`src/rtl/hwpe_ctrl_periph_arbiter_if.sv`:
```
// Peripheral-bus bundle between NumIn initiators, the arbiter and one target.
// Signal suffixes are written from the arbiter's point of view:
//   in_*   initiator side (req/add/wen/be/data/id in, gnt/r_data/r_valid/r_id out)
//   out_*  target side    (req/add/wen/be/data/id out, gnt/r_data/r_valid/r_id in)
// Modports:
//   slave  - used by the arbiter
//   master - used by whatever drives initiators and models the target
interface hwpe_ctrl_periph_arbiter_if #(
    parameter int unsigned NumIn     = 4,
    parameter int unsigned AddrWidth = 32,
    parameter int unsigned DataWidth = 32,
    parameter int unsigned IdWidth   = 8
);
    localparam int unsigned BeWidth = DataWidth / 8;

    logic [NumIn-1:0]           in_req_i;
    logic [NumIn*AddrWidth-1:0] in_add_i;
    logic [NumIn-1:0]           in_wen_i;
    logic [NumIn*BeWidth-1:0]   in_be_i;
    logic [NumIn*DataWidth-1:0] in_data_i;
    logic [NumIn*IdWidth-1:0]   in_id_i;
    logic [NumIn-1:0]           in_gnt_o;
    logic [DataWidth-1:0]       in_r_data_o;
    logic [NumIn-1:0]           in_r_valid_o;
    logic [IdWidth-1:0]         in_r_id_o;

    logic                       out_req_o;
    logic [AddrWidth-1:0]       out_add_o;
    logic                       out_wen_o;
    logic [BeWidth-1:0]         out_be_o;
    logic [DataWidth-1:0]       out_data_o;
    logic [IdWidth-1:0]         out_id_o;
    logic                       out_gnt_i;
    logic [DataWidth-1:0]       out_r_data_i;
    logic                       out_r_valid_i;
    logic [IdWidth-1:0]         out_r_id_i;

    modport slave (
        input  in_req_i, in_add_i, in_wen_i, in_be_i, in_data_i, in_id_i,
        output in_gnt_o, in_r_data_o, in_r_valid_o, in_r_id_o,
        output out_req_o, out_add_o, out_wen_o, out_be_o, out_data_o, out_id_o,
        input  out_gnt_i, out_r_data_i, out_r_valid_i, out_r_id_i
    );

    modport master (
        output in_req_i, in_add_i, in_wen_i, in_be_i, in_data_i, in_id_i,
        input  in_gnt_o, in_r_data_o, in_r_valid_o, in_r_id_o,
        input  out_req_o, out_add_o, out_wen_o, out_be_o, out_data_o, out_id_o,
        output out_gnt_i, out_r_data_i, out_r_valid_i, out_r_id_i
    );
endinterface

```
`src/rtl/hwpe_ctrl_periph_arbiter.sv`:
```
// Round-robin arbiter sharing one peripheral-bus target among NumIn initiators.
// Winner indices of granted requests are queued in an in-order FIFO so each
// target response is steered back to the initiator that issued it.
// Ports:
//   clk_i, rst_ni  clock, async active-low reset
//   bus            hwpe_ctrl_periph_arbiter_if.slave (initiator + target channels)
//   err_o          sticky: response seen while no request was outstanding
//   stall_cnt_o    (HWPE_CTRL_PERIPH_ARB_STATS_EN) cycles with out_req_o & !out_gnt_i, saturating
//   txn_cnt_o      (HWPE_CTRL_PERIPH_ARB_STATS_EN) completed handshakes, saturating
// Optional feature macro: HWPE_CTRL_PERIPH_ARB_STATS_EN
module hwpe_ctrl_periph_arbiter #(
    parameter int unsigned NumIn          = 4,
    parameter int unsigned AddrWidth      = 32,
    parameter int unsigned DataWidth      = 32,
    parameter int unsigned IdWidth        = 8,
    parameter int unsigned MaxOutstanding = 4
) (
    input  logic                             clk_i,
    input  logic                             rst_ni,
    hwpe_ctrl_periph_arbiter_if.slave        bus,
    output logic                             err_o
`ifdef HWPE_CTRL_PERIPH_ARB_STATS_EN
    ,
    output logic [15:0]                      stall_cnt_o,
    output logic [15:0]                      txn_cnt_o
`endif
);
    localparam int unsigned BeWidth = DataWidth / 8;
    localparam int unsigned PtrW    = (NumIn > 1) ? $clog2(NumIn) : 1;
    localparam int unsigned IdxW    = (MaxOutstanding > 1) ? $clog2(MaxOutstanding) : 1;
    localparam int unsigned CntW    = $clog2(MaxOutstanding + 1);

    logic [PtrW-1:0] ptr_q, ptr_d;
    logic [PtrW-1:0] winner;
    logic [PtrW:0]   scan_idx;
    logic            found;
    logic [PtrW-1:0] fifo_q [MaxOutstanding];
    logic [IdxW-1:0] head_q, head_d, tail_q, tail_d;
    logic [CntW-1:0] cnt_q, cnt_d;
    logic            err_q, err_d;
    logic            fifo_full, fifo_empty, can_issue, req_int, handshake, pop;

    assign fifo_full  = (cnt_q == CntW'(MaxOutstanding));
    assign fifo_empty = (cnt_q == '0);
    // A response popping this cycle frees the slot the new request needs.
    assign can_issue  = !fifo_full || bus.out_r_valid_i;
    assign req_int    = (|bus.in_req_i) && can_issue;
    assign handshake  = req_int && bus.out_gnt_i;
    assign pop        = bus.out_r_valid_i && !fifo_empty;

    // First requester at or after ptr_q, wrapping modulo NumIn.
    always_comb begin
        winner   = ptr_q;
        found    = 1'b0;
        scan_idx = '0;
        for (int i = 0; i < NumIn; i++) begin
            scan_idx = {1'b0, ptr_q} + (PtrW+1)'(i);
            if (scan_idx >= (PtrW+1)'(NumIn)) begin
                scan_idx = scan_idx - (PtrW+1)'(NumIn);
            end
            if (!found && bus.in_req_i[scan_idx[PtrW-1:0]]) begin
                winner = scan_idx[PtrW-1:0];
                found  = 1'b1;
            end
        end
    end

    always_comb begin
        bus.out_req_o    = req_int;
        bus.out_add_o    = '0;
        bus.out_wen_o    = 1'b0;
        bus.out_be_o     = '0;
        bus.out_data_o   = '0;
        bus.out_id_o     = '0;
        bus.in_gnt_o     = '0;
        bus.in_r_valid_o = '0;
        for (int k = 0; k < NumIn; k++) begin
            if (winner == PtrW'(k)) begin
                bus.out_add_o  = bus.in_add_i[k*AddrWidth +: AddrWidth];
                bus.out_wen_o  = bus.in_wen_i[k];
                bus.out_be_o   = bus.in_be_i[k*BeWidth +: BeWidth];
                bus.out_data_o = bus.in_data_i[k*DataWidth +: DataWidth];
                bus.out_id_o   = bus.in_id_i[k*IdWidth +: IdWidth];
                bus.in_gnt_o[k] = found && bus.out_gnt_i && can_issue;
            end
            bus.in_r_valid_o[k] = pop && (fifo_q[head_q] == PtrW'(k));
        end
    end

    assign bus.in_r_data_o = bus.out_r_data_i;
    assign bus.in_r_id_o   = bus.out_r_id_i;
    assign err_o           = err_q;

    always_comb begin
        ptr_d  = ptr_q;
        head_d = head_q;
        tail_d = tail_q;
        cnt_d  = cnt_q;
        err_d  = err_q;
        if (handshake) begin
            ptr_d  = (winner == PtrW'(NumIn - 1)) ? '0 : winner + PtrW'(1);
            tail_d = (tail_q == IdxW'(MaxOutstanding - 1)) ? '0 : tail_q + IdxW'(1);
        end
        if (pop) begin
            head_d = (head_q == IdxW'(MaxOutstanding - 1)) ? '0 : head_q + IdxW'(1);
        end
        if (bus.out_r_valid_i && fifo_empty) begin
            err_d = 1'b1;
        end
        case ({handshake, pop})
            2'b10:   cnt_d = cnt_q + CntW'(1);
            2'b01:   cnt_d = cnt_q - CntW'(1);
            default: cnt_d = cnt_q;
        endcase
    end

    always_ff @(posedge clk_i or negedge rst_ni) begin
        if (!rst_ni) begin
            ptr_q  <= '0;
            head_q <= '0;
            tail_q <= '0;
            cnt_q  <= '0;
            err_q  <= 1'b0;
            for (int i = 0; i < MaxOutstanding; i++) begin
                fifo_q[i] <= '0;
            end
        end else begin
            ptr_q  <= ptr_d;
            head_q <= head_d;
            tail_q <= tail_d;
            cnt_q  <= cnt_d;
            err_q  <= err_d;
            if (handshake) begin
                fifo_q[tail_q] <= winner;
            end
        end
    end

`ifdef HWPE_CTRL_PERIPH_ARB_STATS_EN
    logic [15:0] stall_cnt_q, stall_cnt_d, txn_cnt_q, txn_cnt_d;

    always_comb begin
        stall_cnt_d = stall_cnt_q;
        txn_cnt_d   = txn_cnt_q;
        if (req_int && !bus.out_gnt_i && (stall_cnt_q != 16'hFFFF)) begin
            stall_cnt_d = stall_cnt_q + 16'd1;
        end
        if (handshake && (txn_cnt_q != 16'hFFFF)) begin
            txn_cnt_d = txn_cnt_q + 16'd1;
        end
    end

    always_ff @(posedge clk_i or negedge rst_ni) begin
        if (!rst_ni) begin
            stall_cnt_q <= '0;
            txn_cnt_q   <= '0;
        end else begin
            stall_cnt_q <= stall_cnt_d;
            txn_cnt_q   <= txn_cnt_d;
        end
    end

    assign stall_cnt_o = stall_cnt_q;
    assign txn_cnt_o   = txn_cnt_q;
`endif
endmodule

```
`src/flat_wrapper.sv`:
```
// flat-port wrapper written by rule: the top's interface ports become plain ports
module hwpe_ctrl_periph_arbiter_flat 
#(
    parameter int unsigned NumIn          = 4,
    parameter int unsigned AddrWidth      = 32,
    parameter int unsigned DataWidth      = 32,
    parameter int unsigned IdWidth        = 8,
    parameter int unsigned MaxOutstanding = 4
)
  (clk_i, rst_ni, err_o, bus_in_req_i, bus_in_add_i, bus_in_wen_i, bus_in_be_i, bus_in_data_i, bus_in_id_i, bus_in_gnt_o, bus_in_r_data_o, bus_in_r_valid_o, bus_in_r_id_o, bus_out_req_o, bus_out_add_o, bus_out_wen_o, bus_out_be_o, bus_out_data_o, bus_out_id_o, bus_out_gnt_i, bus_out_r_data_i, bus_out_r_valid_i, bus_out_r_id_i);
  hwpe_ctrl_periph_arbiter_if #(.NumIn(NumIn), .AddrWidth(AddrWidth), .DataWidth(DataWidth), .IdWidth(IdWidth)) bus_i ();
  input  logic clk_i;
  input  logic rst_ni;
  output logic err_o;
  input wire logic [$bits(bus_i.in_req_i)-1:0] bus_in_req_i;
  input wire logic [$bits(bus_i.in_add_i)-1:0] bus_in_add_i;
  input wire logic [$bits(bus_i.in_wen_i)-1:0] bus_in_wen_i;
  input wire logic [$bits(bus_i.in_be_i)-1:0] bus_in_be_i;
  input wire logic [$bits(bus_i.in_data_i)-1:0] bus_in_data_i;
  input wire logic [$bits(bus_i.in_id_i)-1:0] bus_in_id_i;
  output wire logic [$bits(bus_i.in_gnt_o)-1:0] bus_in_gnt_o;
  output wire logic [$bits(bus_i.in_r_data_o)-1:0] bus_in_r_data_o;
  output wire logic [$bits(bus_i.in_r_valid_o)-1:0] bus_in_r_valid_o;
  output wire logic [$bits(bus_i.in_r_id_o)-1:0] bus_in_r_id_o;
  output wire logic [$bits(bus_i.out_req_o)-1:0] bus_out_req_o;
  output wire logic [$bits(bus_i.out_add_o)-1:0] bus_out_add_o;
  output wire logic [$bits(bus_i.out_wen_o)-1:0] bus_out_wen_o;
  output wire logic [$bits(bus_i.out_be_o)-1:0] bus_out_be_o;
  output wire logic [$bits(bus_i.out_data_o)-1:0] bus_out_data_o;
  output wire logic [$bits(bus_i.out_id_o)-1:0] bus_out_id_o;
  input wire logic [$bits(bus_i.out_gnt_i)-1:0] bus_out_gnt_i;
  input wire logic [$bits(bus_i.out_r_data_i)-1:0] bus_out_r_data_i;
  input wire logic [$bits(bus_i.out_r_valid_i)-1:0] bus_out_r_valid_i;
  input wire logic [$bits(bus_i.out_r_id_i)-1:0] bus_out_r_id_i;
  assign bus_i.in_req_i = bus_in_req_i;
  assign bus_i.in_add_i = bus_in_add_i;
  assign bus_i.in_wen_i = bus_in_wen_i;
  assign bus_i.in_be_i = bus_in_be_i;
  assign bus_i.in_data_i = bus_in_data_i;
  assign bus_i.in_id_i = bus_in_id_i;
  assign bus_in_gnt_o = bus_i.in_gnt_o;
  assign bus_in_r_data_o = bus_i.in_r_data_o;
  assign bus_in_r_valid_o = bus_i.in_r_valid_o;
  assign bus_in_r_id_o = bus_i.in_r_id_o;
  assign bus_out_req_o = bus_i.out_req_o;
  assign bus_out_add_o = bus_i.out_add_o;
  assign bus_out_wen_o = bus_i.out_wen_o;
  assign bus_out_be_o = bus_i.out_be_o;
  assign bus_out_data_o = bus_i.out_data_o;
  assign bus_out_id_o = bus_i.out_id_o;
  assign bus_i.out_gnt_i = bus_out_gnt_i;
  assign bus_i.out_r_data_i = bus_out_r_data_i;
  assign bus_i.out_r_valid_i = bus_out_r_valid_i;
  assign bus_i.out_r_id_i = bus_out_r_id_i;
  hwpe_ctrl_periph_arbiter #(.NumIn(NumIn), .AddrWidth(AddrWidth), .DataWidth(DataWidth), .IdWidth(IdWidth), .MaxOutstanding(MaxOutstanding)) u_core (.clk_i(clk_i), .rst_ni(rst_ni), .bus(bus_i), .err_o(err_o));
endmodule
```
`config.mk`:
```
export PLATFORM = sky130hd
export DESIGN_NAME = hwpe_ctrl_periph_arbiter_flat
export DESIGN_NICKNAME = d
export VERILOG_FILES = /design/src/rtl/hwpe_ctrl_periph_arbiter_if.sv /design/src/rtl/hwpe_ctrl_periph_arbiter.sv /design/src/flat_wrapper.sv
export SDC_FILE = /design/constraint.sdc
export NUM_CORES = 1
export LEC_CHECK = 0
export CAP_MARGIN = 0
export CORE_AREA = 4 4 184 186
export CTS_CLUSTER_DIAMETER = 60
export DETAILED_ROUTE_END_ITERATION = 10
export DIE_AREA = 0 0 188 190
export HOLD_SLACK_MARGIN = 0.15
export SETUP_SLACK_MARGIN = 0.2
export SLEW_MARGIN = 40
export SYNTH_ARGS = -nofsm -noshare
export SYNTH_HDL_FRONTEND = slang
export SYNTH_SLANG_ARGS = --single-unit
```
`constraint.sdc`:
```
create_clock -name clk_i -period 2.4 [get_ports clk_i]
set_input_delay 0.36 -clock clk_i [delete_from_list [all_inputs] [get_ports clk_i]]
set_output_delay 0.36 -clock clk_i [all_outputs]
set_load 0.005 [all_outputs]
```
Yosys cells after proc, flatten, opt, wreduce, memory -nomap -nowiden
Cells that the tools add are included.
{"block": "word_totals", "elab_cells": 124, "output_inout_bits": 127, "reg_bits": 18}
{"block": "classes", "n_eq_ne": 11, "n_reduce_logical": 25, "magnitude_cmp": 11, "n_mux": 54, "n_addsub": 12, "bitwise": 2}
{"cell": "2-to-1 mux 32 bit", "n": 8}
{"cell": "2-to-1 mux 8 bit", "n": 4}
{"cell": "2-to-1 mux 2 bit", "n": 14}
{"cell": "2-to-1 mux 1 bit", "n": 16}
{"cell": "2-to-1 mux 4 bit", "n": 4}
{"cell": "greater-or-equal comparator 3 bit (second input constant)", "n": 5}
{"cell": "== test 2 bit (second input constant)", "n": 7}
{"cell": "logical AND 1 bit", "n": 14}
{"cell": "less-than comparator 2 x 3 -> 1 bit (second input constant)", "n": 4}
{"cell": "binary-select mux 1 bit (select 2 bit)", "n": 4}
{"cell": "bitwise mux 8 bit", "n": 1}
{"cell": "subtractor 2 x 1 -> 2 bit (second input constant)", "n": 4}
{"cell": "adder 2 x 1 -> 2 bit (second input constant)", "n": 3}
{"cell": "adder 2 x 2 -> 3 bit (second input constant)", "n": 2}
{"cell": "== test 2 x 1 -> 1 bit (second input constant)", "n": 3}
{"cell": "inverter 2 -> 3 bit", "n": 2}
{"cell": "one-hot mux 3 bit (2 select lines)", "n": 1}
{"cell": "zero test 1 bit", "n": 5}
{"cell": "binary-select mux 2 bit (select 2 bit)", "n": 1}
{"cell": "demux 2 bit (select 2 bit)", "n": 1}
{"cell": "zero test 2 bit", "n": 2}
{"cell": "OR reduction 4 bit", "n": 1}
{"cell": "adder 2 x 1 -> 3 bit (second input constant)", "n": 1}
{"cell": "adder 3 x 1 -> 3 bit (second input constant)", "n": 1}
{"cell": "other kinds (7)", "n": 7}

Depth between registers and ports, before layout
{"block": "logic_depth", "word_depth": 19, "depth_mapped": 11, "mapped_depth_nobuf": 9}

Worst setup path before layout
Ideal clock, no wire load.
{"block": "synth_path", "path_kind": "register to output", "from": "reg u_core.ptr_q[1]", "to": "out bus_out_add_o[22]", "slack_ps": -21, "arrival_time_ps": 2061, "path_stages_with_launch": 12, "n_path_buf": 2, "cell_sequence": "dfrtp_1 > or3_1 > o21ai_0 > o21ai_1 > inv_1 > ha_1 > buf_2 > buf_2 > nand2_1 > a21oi_1 > a21oi_1 > o21ai_0"}
{"block": "synth_via", "elab_chain_cells": 19}
{"element": "start, declared", "line": "hwpe_ctrl_periph_arbiter.sv:33", "rtl": "logic [PtrW-1:0] ptr_q, ptr_d;"}
{"element": "start signal, assigned", "line": "hwpe_ctrl_periph_arbiter.sv:128", "rtl": "ptr_q <= ptr_d;"}
{"element": "branches (longest 13 deep; another with adder 2 x 1 -> 3 bit)"}
{"element": "2-to-1 mux 2 bit (*)", "line": "hwpe_ctrl_periph_arbiter.sv:61", "rtl": "if (!found && bus.in_req_i[scan_idx[PtrW-1:0]]) begin"}
{"element": "net u_core.winner[1]", "line": "hwpe_ctrl_periph_arbiter.sv:34", "rtl": "logic [PtrW-1:0] winner;"}
{"element": "zero test 2 bit", "line": "hwpe_ctrl_periph_arbiter.sv:78", "rtl": "if (winner == PtrW'(k)) begin"}
{"element": "2-to-1 mux 32 bit (3 in a row)", "line": "hwpe_ctrl_periph_arbiter.sv:78"}
{"element": "2-to-1 mux 32 bit (*)", "line": "hwpe_ctrl_periph_arbiter.sv:78"}
{"element": "end, declared", "line": "flat_wrapper.sv:26", "rtl": "output wire logic [$bits(bus_i.out_add_o)-1:0] bus_out_add_o;"}
Mark *: on every way through the listed nets, which the timed path passes. The select of a mux whose other input is x is not followed.

Worst setup path in the final report
{"block": "layout_path", "from": "reg u_core.ptr_q[1]", "to": "out bus_out_data_o[10]"}
{"block": "layout_via", "elab_chain_cells": 19}
{"element": "branches (longest 13 deep; another with adder 2 x 1 -> 3 bit)"}
{"element": "2-to-1 mux 2 bit (*)", "line": "hwpe_ctrl_periph_arbiter.sv:61"}
{"element": "net u_core.winner[1]", "line": "hwpe_ctrl_periph_arbiter.sv:34"}
{"element": "zero test 2 bit", "line": "hwpe_ctrl_periph_arbiter.sv:78"}
{"element": "2-to-1 mux 32 bit (3 in a row)", "line": "hwpe_ctrl_periph_arbiter.sv:78"}
{"element": "2-to-1 mux 32 bit (*)", "line": "hwpe_ctrl_periph_arbiter.sv:78"}
{"element": "end, declared", "line": "flat_wrapper.sv:29", "rtl": "output wire logic [$bits(bus_i.out_data_o)-1:0] bus_out_data_o;"}
Marked as above.

==> flow_metrics.tcl <==
set metrics [dict create \
    vias_per_cell 4.16 \
    power.switching_mw 3.96 \
    muxShareOfSynthArea_pct 3.69 \
    drt_iter0_drc 238 \
    fmax_mhz 349 \
    gp_congestion 0.857 \
    synth_top_cell_by_area "a21oi_1" \
    cts_tree "done" \
    insertion_delay_ns 0.25 \
    root_buffer "clkbuf_16" \
    area_delta_synth_final_pct 146 \
    dp_slack_ns -1.09 \
    grt_pass1_vias 6480 \
    gr-usage-all-layers_pct 13.8 \
    cellPowerDensity_nw_per_um2 927 \
    synthMostInstantiatedCell "nand2_1" \
    rr_worst_depth 10 \
    synth-edff-count 0 \
    synth-main-ff-cell "dfrtp_1" \
    cts_inserted_buffers 3 \
    pin_count 483 \
    die-area_um2 35700 \
    route.detailed.wl_per_inst_um 17.8 \
    first_pass_iters 5 \
    nets 1461 \
    clk_path_buf_depth 2 \
    die_y_um 190 \
    p_clk_share_pct 4.0 \
    finalHoldViolations 0 \
    hold_depth 1 \
    path_max_fanout 5 \
    violations "negative setup slack" \
    syn_inst 655 \
    drive_gt1_share_pct 30.6 \
    drc 0 \
    rsz0062_at_grt "true" \
    yosys.area_share.adder_pct 3.69 \
    stdcell_count 1538 \
    grt_max_degree 43 \
    initial_core_util_pct 12.2 \
    sw_frac_of_total_pct 44.1 \
    dp_cells 1491 \
    arrival_ns 2.51 \
    async_flop_share_pct 100 \
    critPathLaunch "u_core.ptr_q[1]$_DFFE_PN0P_" \
    cap_violations 0 \
    ant_nets 0 \
    num_rows 66 \
    r2r_start "u_core.cnt_q[0]$_DFFE_PN0P_" \
    dr_total_vias 6392 \
    cts.sinks 18 \
    grt_first_pass_wirelength_um 38500 \
    start_kind "flop" \
    synth_seq_area_share_pct 11.5 \
    leakage_nw 3.79 \
    yosysWarnings 0 \
    core_area_um2 32300 \
    outcome "complete, but fails checks" \
    setup_slack_ns -0.468 \
    place_hpwl_um 20500 \
    final_util_pct 30.0 \
    grt_remaining_overflow 0 \
    synth_area_um2 3930 \
    min_period_ns 2.87 \
    io_buffers 402 \
    p_int_mw 5.02 \
    antenna_found_initial 2 \
    post-route-period-util_pct 120 \
    min_path_type "flop to flop" \
    vdd_drop_max_mv 0.368 \
    die_w_um 188 \
    cp-end-kind "output port" \
    synth_common_cells "nand2_1 (162), a21oi_1 (147), o21ai_0 (78), nand3b_1 (72), clkbuf_1 (41)" \
    synth_cell_types 33 \
    skew_ns 0.00107 \
    cp.required_ns 2.04 \
    hold_start "u_core.err_o$_DFFE_PN0P_" \
    syn_area_per_cell_um2 6.00 \
    synth_fp_nets 1022 \
    finalWirelength_um 27300 \
    yosys.area_share.simple_pct 33.9 \
    final_max_slew_viol_count 0 \
    tightest_slew_ns 0.401 \
    synth_top_family_by_area "simple AND/OR/NAND/NOR gates" \
    seqPwrFrac_pct 6.7 \
    synth-xor-area-share_pct 0.668 \
    clk_pin_slew_ns 0.05 \
    worstSetupPathType "flop to output port" \
    timing.rr.end "u_core.cnt_q[2]$_DFFE_PN0P_" \
    synth_top_area_share_pct 18.7 \
    hold_end "u_core.err_o$_DFFE_PN0P_" \
    power_frac_comb_pct 89.3 \
    setup_viol 81 \
    slew_headroom_pct 73.3 \
    synth-seq-cells 18 \
    htreeDepth 1 \
    synth_area_leaders "a21oi_1 (19%), nand2_1 (15%), nand3b_1 (14%)" \
    r2r_setup_slack_ns 0.20 \
    synth-compound-area-share_pct 31.7 \
]
==> cell families (layout without fill, tap and decap cells) <==
kind of cell,Yosys count,after routing
buffers and inverters,110,548
AND/OR/NAND/NOR,262,262
XOR/XNOR,3,3
flip-flops,18,18
other,0,3
multiplexers,11,11
AO/OA/AOI/OAI,240,240
adder cells (fa/ha/maj),11,11
==> area by class of cell <==
cell class | instances | area (um2)
Sequential cell | 18 | 454
Clock buffer | 4 | 88.8
Antenna cell | 3 | 7.51
Inverter | 11 | 41.3
Fill cell | 3472 | 22600
Timing Repair Buffer | 533 | 5170
Multi-Input combinational cell | 527 | 3380
Tap cell | 442 | 553
==> layer usage <==
layer  part of all wire [%]  wire, um  vias to the layer above  track usage, %
met1                     38     10300                     2908            15.5
met3                    8.6      2350                       36            3.80
met5                      0         0                        -           0.275
met4                    3.4       942                        0            4.83
met2                     50     13800                      337            24.9
li1                       -         -                     3111               -
==> sequential cells by signal (all words and copies together) (netlist names) <==
signal and cells:
u_core.cnt_q 3, u_core.err_o 1, u_core.fifo_q 8, u_core.head_q 2, u_core.ptr_q 2, u_core.tail_q 2
==> cells in the final DEF (no fill, tap or decap), types with 4 or more instances in the layout <==
master           count
nor2b_1              6
ha_1                 6
buf_2               73
buf_8                6
inv_1                8
dlygate4sd2_1        8
a21oi_2             73
dfrtp_1             15
mux2_1               4
clkdlybuf4s50_1    312
nand2_1            147
buf_12              17
nand3b_1            72
buf_4               76
clkbuf_2             5
o21ai_1             72
buf_16               7
o31ai_1              4
nand2_2             12
clkbuf_16            5
nor2_1               6
mux2_2               4
buf_6               21
o21ai_0              5
a21oi_1             74
ha_4                 4
==> power groups by stage <==
stage | sequential [mW] | combinational, mW | clock [mW]
after floorplan | 0.564 | 3.34 | 0
after global placement | 0.589 | 7.01 | 0
after detailed placement | 0.596 | 7.05 | 0
after CTS | 0.590 | 7.56 | 0.369
after global routing | 0.626 | 8.72 | 0.389
final | 0.599 | 8.02 | 0.362
==> through the flow <==
step,setup TNS (ns),total power [mW],cell area [um2],hold slack (ns)
after floorplan,0,3.90,4120,0.0644
after global placement,-74.96,7.60,8870,0.443
after detailed placement,-77.25,7.65,8870,0.451
after CTS,-32.47,8.52,9290,0.465
after global routing,-38.60,9.73,9690,0.492
final,-28.27,8.98,9690,0.458
==> worst max path at each step <==
| stage | slack [ns] | cells past startpoint | endpoint |
|---|---|---|---|
| after CTS | -0.51 | 13 | bus_out_data_o[6] |
| after global placement | -1.04 | 13 | bus_out_id_o[5] |
| after detailed placement | -1.09 | 12 | bus_out_id_o[5] |
| after floorplan | 0.20 | 11 | bus_out_add_o[22] |
| after global routing | -0.60 | 15 | bus_out_data_o[24] |
| final | -0.47 | 14 | bus_out_data_o[10] |
==> critical path, cell delays in order (launching register included) <==
cell,delay (ns)
dfrtp_2,0.44
or3_4,0.34
o21ai_2,0.08
o21ai_2,0.09
inv_2,0.09
buf_6,0.10
ha_4,0.20
buf_12,0.14
buf_16,0.12
buf_6,0.09
nand3b_1,0.10
a21oi_2,0.15
a21oi_1,0.05
o21ai_1,0.12
buf_2,0.13
==> what timing repair did <==
item	4_1_cts	5_1_grt
buffers inserted	24	5
gates cloned	8	2
endpoints found under the hold margin	0	18
resized for setup	347	132
setup endpoints to repair	88	85
hold buffers	0	1
pin swaps	67	62
Note: power is estimated with default switching activity, not from simulation.
